### config.mk
export PLATFORM = sky130hd
export DESIGN_NAME = alu_cmd_sequencer_flat
export DESIGN_NICKNAME = d
export VERILOG_FILES = /design/src/rtl/alu_cmd_sequencer_pkg.sv /design/src/rtl/alu_cmd_sequencer_if.sv /design/src/rtl/alu_cmd_sequencer.sv /design/src/flat_wrapper.sv
export SDC_FILE = /design/constraint.sdc
export NUM_CORES = 1
export LEC_CHECK = 0
export ABC_AREA = 1
export CORE_UTILIZATION = 45
export CTS_BUF_LIST = sky130_fd_sc_hd__clkbuf_8
export DETAILED_ROUTE_END_ITERATION = 16
export DONT_BUFFER_PORTS = 1
export PLACE_DENSITY = 0.72
export SLEW_MARGIN = 20
export SYNTH_ARGS = -nofsm -noshare
export SYNTH_HDL_FRONTEND = slang
export SYNTH_SLANG_ARGS = --single-unit
### constraint.sdc
create_clock -name clk -period 1.31 [get_ports clk]
set_input_delay 0.262 -clock clk [delete_from_list [all_inputs] [get_ports clk]]
set_output_delay 0.262 -clock clk [all_outputs]
set_load 0.01 [all_outputs]
### src/rtl/alu_cmd_sequencer_pkg.sv
// Shared opcodes, ALU select codes and FSM state encoding for the
// accumulator-style ALU command sequencer.
package alu_seq_pkg;

  // Command opcodes carried on cmd_op
  localparam logic [2:0] OP_LOAD  = 3'b000;
  localparam logic [2:0] OP_NOT   = 3'b001;
  localparam logic [2:0] OP_ADD   = 3'b010;
  localparam logic [2:0] OP_SUB   = 3'b011;
  localparam logic [2:0] OP_DBL   = 3'b100;
  localparam logic [2:0] OP_MUL   = 3'b101;
  localparam logic [2:0] OP_EMIT  = 3'b110;
  localparam logic [2:0] OP_CLEAR = 3'b111;

  // Select codes understood by the attached combinational ALU
  localparam logic [1:0] SEL_NOT = 2'b00;
  localparam logic [1:0] SEL_ADD = 2'b01;
  localparam logic [1:0] SEL_SUB = 2'b10;
  localparam logic [1:0] SEL_DBL = 2'b11;

  typedef enum logic [1:0] {
    ST_IDLE = 2'b00,
    ST_EXEC = 2'b01,
    ST_MULT = 2'b10,
    ST_EMIT = 2'b11
  } state_t;

endpackage

### src/rtl/alu_cmd_sequencer_if.sv
// Bundle of the command channel, result channel and ALU port signals
// seen by the sequencer.
//
// Handshake rule for both channels: a transfer happens on a rising clk
// edge where valid && ready are both high. A producer holds valid and its
// payload stable until that edge; ready never depends combinationally on
// valid.
interface alu_cmd_sequencer_if
  import alu_seq_pkg::*;
#(
  parameter int WIDTH = 4
);
  logic             cmd_valid;
  logic             cmd_ready;
  logic [2:0]       cmd_op;
  logic [WIDTH-1:0] cmd_data;

  logic [WIDTH-1:0] alu_a;
  logic [WIDTH-1:0] alu_b;
  logic [1:0]       alu_sel;
  logic [WIDTH-1:0] alu_y;

  logic             res_valid;
  logic             res_ready;
  logic [WIDTH-1:0] res_data;
  logic             res_zero;

  logic             busy;
  state_t           state_dbg;

  // Environment side: issues commands, answers ALU, consumes results
  modport master (
    output cmd_valid, cmd_op, cmd_data, alu_y, res_ready,
    input  cmd_ready, alu_a, alu_b, alu_sel, res_valid, res_data, res_zero,
           busy, state_dbg
  );

  // Sequencer side
  modport slave (
    input  cmd_valid, cmd_op, cmd_data, alu_y, res_ready,
    output cmd_ready, alu_a, alu_b, alu_sel, res_valid, res_data, res_zero,
           busy, state_dbg
  );
endinterface

### src/rtl/alu_cmd_sequencer.sv
// Accumulator-style command sequencer driving an external combinational
// ALU. Holds the accumulator, steps multi-cycle multiply as repeated ADD,
// and hands accumulator snapshots out on the result channel.
module alu_cmd_sequencer
  import alu_seq_pkg::*;
#(
  parameter int WIDTH = 4
) (
  input logic                clk,
  input logic                rst,
  alu_cmd_sequencer_if.slave bus
);

  state_t           state;
  logic [WIDTH-1:0] acc;
  logic [WIDTH-1:0] opnd;
  logic [1:0]       sel_q;
  logic [WIDTH-1:0] mul_base;
  logic [WIDTH-1:0] cnt;
  logic [WIDTH-1:0] res_data_q;
  logic             res_zero_q;
  logic [WIDTH-1:0] alu_b_c;
  logic [1:0]       alu_sel_c;

  // Main FSM: command accept, ALU write-back, multiply stepping, result hold
  always_ff @(posedge clk or posedge rst) begin
    if (rst) begin
      state      <= ST_IDLE;
      acc        <= '0;
      opnd       <= '0;
      sel_q      <= SEL_NOT;
      mul_base   <= '0;
      cnt        <= '0;
      res_data_q <= '0;
      res_zero_q <= 1'b1;
    end else begin
      case (state)
        ST_IDLE: begin
          if (bus.cmd_valid) begin
            case (bus.cmd_op)
              OP_LOAD:  acc <= bus.cmd_data;
              OP_CLEAR: acc <= '0;
              OP_NOT: begin
                opnd  <= bus.cmd_data;
                sel_q <= SEL_NOT;
                state <= ST_EXEC;
              end
              OP_ADD: begin
                opnd  <= bus.cmd_data;
                sel_q <= SEL_ADD;
                state <= ST_EXEC;
              end
              OP_SUB: begin
                opnd  <= bus.cmd_data;
                sel_q <= SEL_SUB;
                state <= ST_EXEC;
              end
              OP_DBL: begin
                opnd  <= bus.cmd_data;
                sel_q <= SEL_DBL;
                state <= ST_EXEC;
              end
              OP_MUL: begin
                // Product is built by adding the old acc 'data' times onto 0
                mul_base <= acc;
                cnt      <= bus.cmd_data;
                acc      <= '0;
                state    <= ST_MULT;
              end
              OP_EMIT: begin
                res_data_q <= acc;
                res_zero_q <= (acc == '0);
                state      <= ST_EMIT;
              end
              default: ;
            endcase
          end
        end
        ST_EXEC: begin
          acc   <= bus.alu_y;
          state <= ST_IDLE;
        end
        ST_MULT: begin
          if (cnt == '0) begin
            state <= ST_IDLE;
          end else begin
            acc <= bus.alu_y;
            cnt <= cnt - 1'b1;
          end
        end
        ST_EMIT: begin
          if (bus.res_ready) state <= ST_IDLE;
        end
        default: state <= ST_IDLE;
      endcase
    end
  end

  // ALU operand B / select: decoded from state and latched operands only
  always_comb begin
    alu_b_c   = '0;
    alu_sel_c = SEL_NOT;
    case (state)
      ST_EXEC: begin
        alu_b_c   = opnd;
        alu_sel_c = sel_q;
      end
      ST_MULT: begin
        alu_b_c   = mul_base;
        alu_sel_c = SEL_ADD;
      end
      default: ;
    endcase
  end

  assign bus.cmd_ready = (state == ST_IDLE);
  assign bus.busy      = (state != ST_IDLE);
  assign bus.res_valid = (state == ST_EMIT);
  assign bus.res_data  = res_data_q;
  assign bus.res_zero  = res_zero_q;
  assign bus.alu_a     = acc;
  assign bus.alu_b     = alu_b_c;
  assign bus.alu_sel   = alu_sel_c;
  assign bus.state_dbg = state;

endmodule

### src/flat_wrapper.sv
// flat-port wrapper written by rule: the top's interface ports become plain ports
module alu_cmd_sequencer_flat import alu_seq_pkg::*;
#(
  parameter int WIDTH = 4
)
  (clk, rst, bus_cmd_valid, bus_cmd_op, bus_cmd_data, bus_alu_y, bus_res_ready, bus_cmd_ready, bus_alu_a, bus_alu_b, bus_alu_sel, bus_res_valid, bus_res_data, bus_res_zero, bus_busy, bus_state_dbg);
  alu_cmd_sequencer_if #(.WIDTH(WIDTH)) bus_i ();
  input logic clk;
  input logic rst;
  input wire logic [$bits(bus_i.cmd_valid)-1:0] bus_cmd_valid;
  input wire logic [$bits(bus_i.cmd_op)-1:0] bus_cmd_op;
  input wire logic [$bits(bus_i.cmd_data)-1:0] bus_cmd_data;
  input wire logic [$bits(bus_i.alu_y)-1:0] bus_alu_y;
  input wire logic [$bits(bus_i.res_ready)-1:0] bus_res_ready;
  output wire logic [$bits(bus_i.cmd_ready)-1:0] bus_cmd_ready;
  output wire logic [$bits(bus_i.alu_a)-1:0] bus_alu_a;
  output wire logic [$bits(bus_i.alu_b)-1:0] bus_alu_b;
  output wire logic [$bits(bus_i.alu_sel)-1:0] bus_alu_sel;
  output wire logic [$bits(bus_i.res_valid)-1:0] bus_res_valid;
  output wire logic [$bits(bus_i.res_data)-1:0] bus_res_data;
  output wire logic [$bits(bus_i.res_zero)-1:0] bus_res_zero;
  output wire logic [$bits(bus_i.busy)-1:0] bus_busy;
  output wire logic [$bits(bus_i.state_dbg)-1:0] bus_state_dbg;
  assign bus_i.cmd_valid = bus_cmd_valid;
  assign bus_i.cmd_op = bus_cmd_op;
  assign bus_i.cmd_data = bus_cmd_data;
  assign bus_i.alu_y = bus_alu_y;
  assign bus_i.res_ready = bus_res_ready;
  assign bus_cmd_ready = bus_i.cmd_ready;
  assign bus_alu_a = bus_i.alu_a;
  assign bus_alu_b = bus_i.alu_b;
  assign bus_alu_sel = bus_i.alu_sel;
  assign bus_res_valid = bus_i.res_valid;
  assign bus_res_data = bus_i.res_data;
  assign bus_res_zero = bus_i.res_zero;
  assign bus_busy = bus_i.busy;
  assign bus_state_dbg = bus_i.state_dbg;
  alu_cmd_sequencer #(.WIDTH(WIDTH)) u_core (.clk(clk), .rst(rst), .bus(bus_i));
endmodule
==> flow_metrics.env <==
export IMPL_syn2layout_area_growth_pct=40.4
export IMPL_hpwl_um=2470
export IMPL_crit_path_end_kind="output port"
export IMPL_syn_inst=194
export IMPL_numCtsBuffers=3
export IMPL_worstHoldStart="bus_cmd_data[1]"
export IMPL_rows=20
export IMPL_worstPathRequired_ns=1.05
export IMPL_grt_max_degree=26
export IMPL_cellLeakagePower_nw=0.963
export IMPL_drc_errors=0
export IMPL_rsz0062_at_grt="true"
export IMPL_worstSkewPairLatency_ns=0.27
export IMPL_syn_area_sq_um=1450
export IMPL_arrival_ns=1.31
export IMPL_ios=35
export IMPL_yosysTopAreaCell="dfrtp_1"
export IMPL_clockBufferDepth=2
export IMPL_cp_max_fo=6
export IMPL_antenna_found_initial=0
export IMPL_status="finished with violations"
export IMPL_synth_top_area_share_pct=41.5
export IMPL_cts_tree="built"
export IMPL_fin_crit_ns=1.57
export IMPL_nFillCells=247
export IMPL_nNetsFinal=249
export IMPL_pwr_share_seq_pct=30.9
export IMPL_postSynthAreaPerCell_sq_um=7.46
export IMPL_layout_setup_ws_ns=-0.264
export IMPL_violations="setup timing"
export IMPL_critPathLaunch="u_core.bus.state_dbg[0]$_DFFE_PP0P_"
export IMPL_antenna_cells=0
export IMPL_overflow=0
export IMPL_rrSetupSlack_ns=-0.24
export IMPL_grt_use_total_pct=21.7
export IMPL_worst_pin_slew_ns=0.326
export IMPL_port_buffers=0
export IMPL_wire_per_inst_um=13.7
export IMPL_vias=1360
export IMPL_syn_num_nets=215
export IMPL_drt_pass1_iter_count=4
export IMPL_slew_violations=0
export IMPL_power_density_nw_per_um2=2360
export IMPL_layout_drive_gt1_share_pct=42.7
export IMPL_setup_violations=30
export IMPL_synth_area_top_cells="dfrtp_1 42%, nand2_1 17%, nand3_1 6.2%, o21ai_0 6.2%, ha_1 5.2%"
export IMPL_fin_worst_skew_ns=0.00142
export IMPL_first_global_vias=1281
export IMPL_cts_reportedPaths_clkPinSlew_ns=0.09
export IMPL_yosys_warnings=0
export IMPL_gp_congestion=0.797
export IMPL_hold_depth=2
export IMPL_fin_crit_sh_pct=120
export IMPL_worst_setup_path_type="reg -> out"
export IMPL_power_internal_w=0.00265
export IMPL_yosysSeqAreaShare_pct=43.3
export IMPL_fmax_mhz=635
export IMPL_p_comb_share_pct=59.2
export IMPL_cp_start_kind="register"
export IMPL_power_switching_w=0.00214
export IMPL_root_buffer="clkbuf_8"
export IMPL_start_util_pct=47.4
export IMPL_die_area_sq_um=3450
export IMPL_htree_levels=1
export IMPL_ys_types=18
export IMPL_finalHoldViolCount=0
export IMPL_die_height_um=58.7
export IMPL_finalPower_w=0.00479
export IMPL_hp_class="in -> reg"
export IMPL_synth_seq_cells=25
export IMPL_slew_limit_headroom_pct=78.2
export IMPL_peakVddDrop_mv=1.34
export IMPL_via_per_inst=5.02
export IMPL_sw_frac_of_total_pct=44.7
export IMPL_reg2reg_depth=9
export IMPL_dieWidth_um=58.7
export IMPL_coreArea_sq_um=3050
export IMPL_cts_sink_count=25
export IMPL_drtIter0Drc=60
export IMPL_maxCapViolations=0
export IMPL_post_route_util_pct=66.5
export IMPL_wl_um=3730
export IMPL_crit_reg2reg_launch="u_core.bus.state_dbg[1]$_DFFE_PP0P_"
export IMPL_grt_pass1_wl_um=5680
export IMPL_p_clk_share_pct=10.0
export IMPL_antenna_left=0
==> critical path: stages (launching register included) <==
cell     delay (ns)
dfrtp_2        0.41
buf_4          0.13
ha_4           0.18
nand2_2        0.06
a21oi_2        0.13
buf_4          0.12
==> flip-flops by register name (all words and copies together) (netlist names) <==
name / flops
u_core.sel_q: 2
u_core.bus.alu_a: 4
u_core.opnd: 4
u_core.bus.state_dbg: 2
u_core.mul_base: 4
u_core.bus.res_data: 4
u_core.bus.res_zero: 1
u_core.cnt: 4
==> path summary, 6_finish.rpt <==
check                                                  end
min                             u_core.opnd[1]$_DFFE_PP0P_
max                                           bus_alu_b[2]
min in group asynchronous        u_core.cnt[3]$_DFFE_PP0P_
max reg2reg                u_core.bus.alu_a[0]$_DFFE_PP0P_
min reg2reg                     u_core.opnd[0]$_DFFE_PP0P_
max in group asynchronous  u_core.bus.res_zero$_DFFE_PP1P_
==> cells in the final DEF, fill, tap and decap left out, drive strengths merged <==
| master | instances |
|---|---|
| nor3 | 1 |
| nand4 | 2 |
| clkinvlp | 2 |
| a21oi | 10 |
| ha | 6 |
| nand2 | 74 |
| o21ai | 18 |
| or2 | 1 |
| dfrtp | 24 |
| clkbuf | 3 |
| nor2 | 15 |
| nand3 | 18 |
| dlygate4sd3 | 1 |
| inv | 22 |
| dfstp | 1 |
| buf | 29 |
==> through the flow <==
stage	hold slack, ns	std cells	worst slack (ns)	area [sq um]	setup TNS, ns
after floorplan	0.288	194	-0.0312	1510	-0.241
after global placement	0.223	256	-0.0961	1690	-0.606
after detailed placement	0.225	256	-0.141	1690	-1.09
after CTS	0.105	271	-0.252	1940	-3.95
after global routing	0.0972	271	-0.326	2030	-6.39
final	0.101	271	-0.264	2030	-4.61
==> per-layer routing <==
| metal | vias to the layer above | part of all wire, % | global-route usage (%) | routed length (um) |
|---|---|---|---|---|
| met5 | - | 0 | 0 | 0 |
| met2 | 37 | 49 | 34.2 | 1810 |
| met1 | 633 | 44 | 29.7 | 1640 |
| met3 | 6 | 5.9 | 5.49 | 221 |
| li1 | 684 | - | - | - |
| met4 | 0 | 1.4 | 6.46 | 51 |
==> cells in the mapped netlist <==
cell type,instances
dfrtp_1,24
inv_1,19
ha_1,6
or2_2,1
dfstp_2,1
a21oi_1,10
nor2_2,3
nor3_1,1
nand3_1,18
o21ai_0,18
nor2_1,9
nand2_4,3
nand4_1,2
buf_2,1
inv_2,4
nand2_2,5
nor2_4,3
nand2_1,66
==> repair_timing <==
action | in CTS | in global routing
setup endpoints to repair | 31 | 35
gates resized for setup | 39 | 33
hold buffers | 1 | 0
pin swaps | 11 | 8
hold endpoints to repair | 24 | 0
setup buffers | 10 | 0
==> cell families after synthesis <==
logic type	count (synthesis)	share of synthesized area (%)
AND/OR/NAND/NOR	111	35.5
AO/OA/AOI/OAI	28	9.69
flip-flops	25	43.3
buffers and inverters	24	6.31
adder cells (fa/ha/maj)	6	5.19
==> layout make-up <==
cell class                 instances  area (sq um)  area share [%]
sequential                        25           629            31.0
timing repair buffer              30           265            13.1
inverter                          23           110            5.42
multi-input combinational        145           922            45.4
clock inverter                     1          7.51           0.370
clock buffer                       3          41.3            2.03
tap                               44          55.1            2.71
==> power groups by stage <==
stage                     clock network [W]  registers [W]  logic, W
after global routing               0.000518        0.00152   0.00308
after detailed placement                  0        0.00146   0.00206
after global placement                    0        0.00145   0.00202
after CTS                          0.000482        0.00145   0.00261
after floorplan                           0        0.00141   0.00142
final                              0.000478        0.00148   0.00284
No activity file was read; power rests on OpenSTA's default activity.
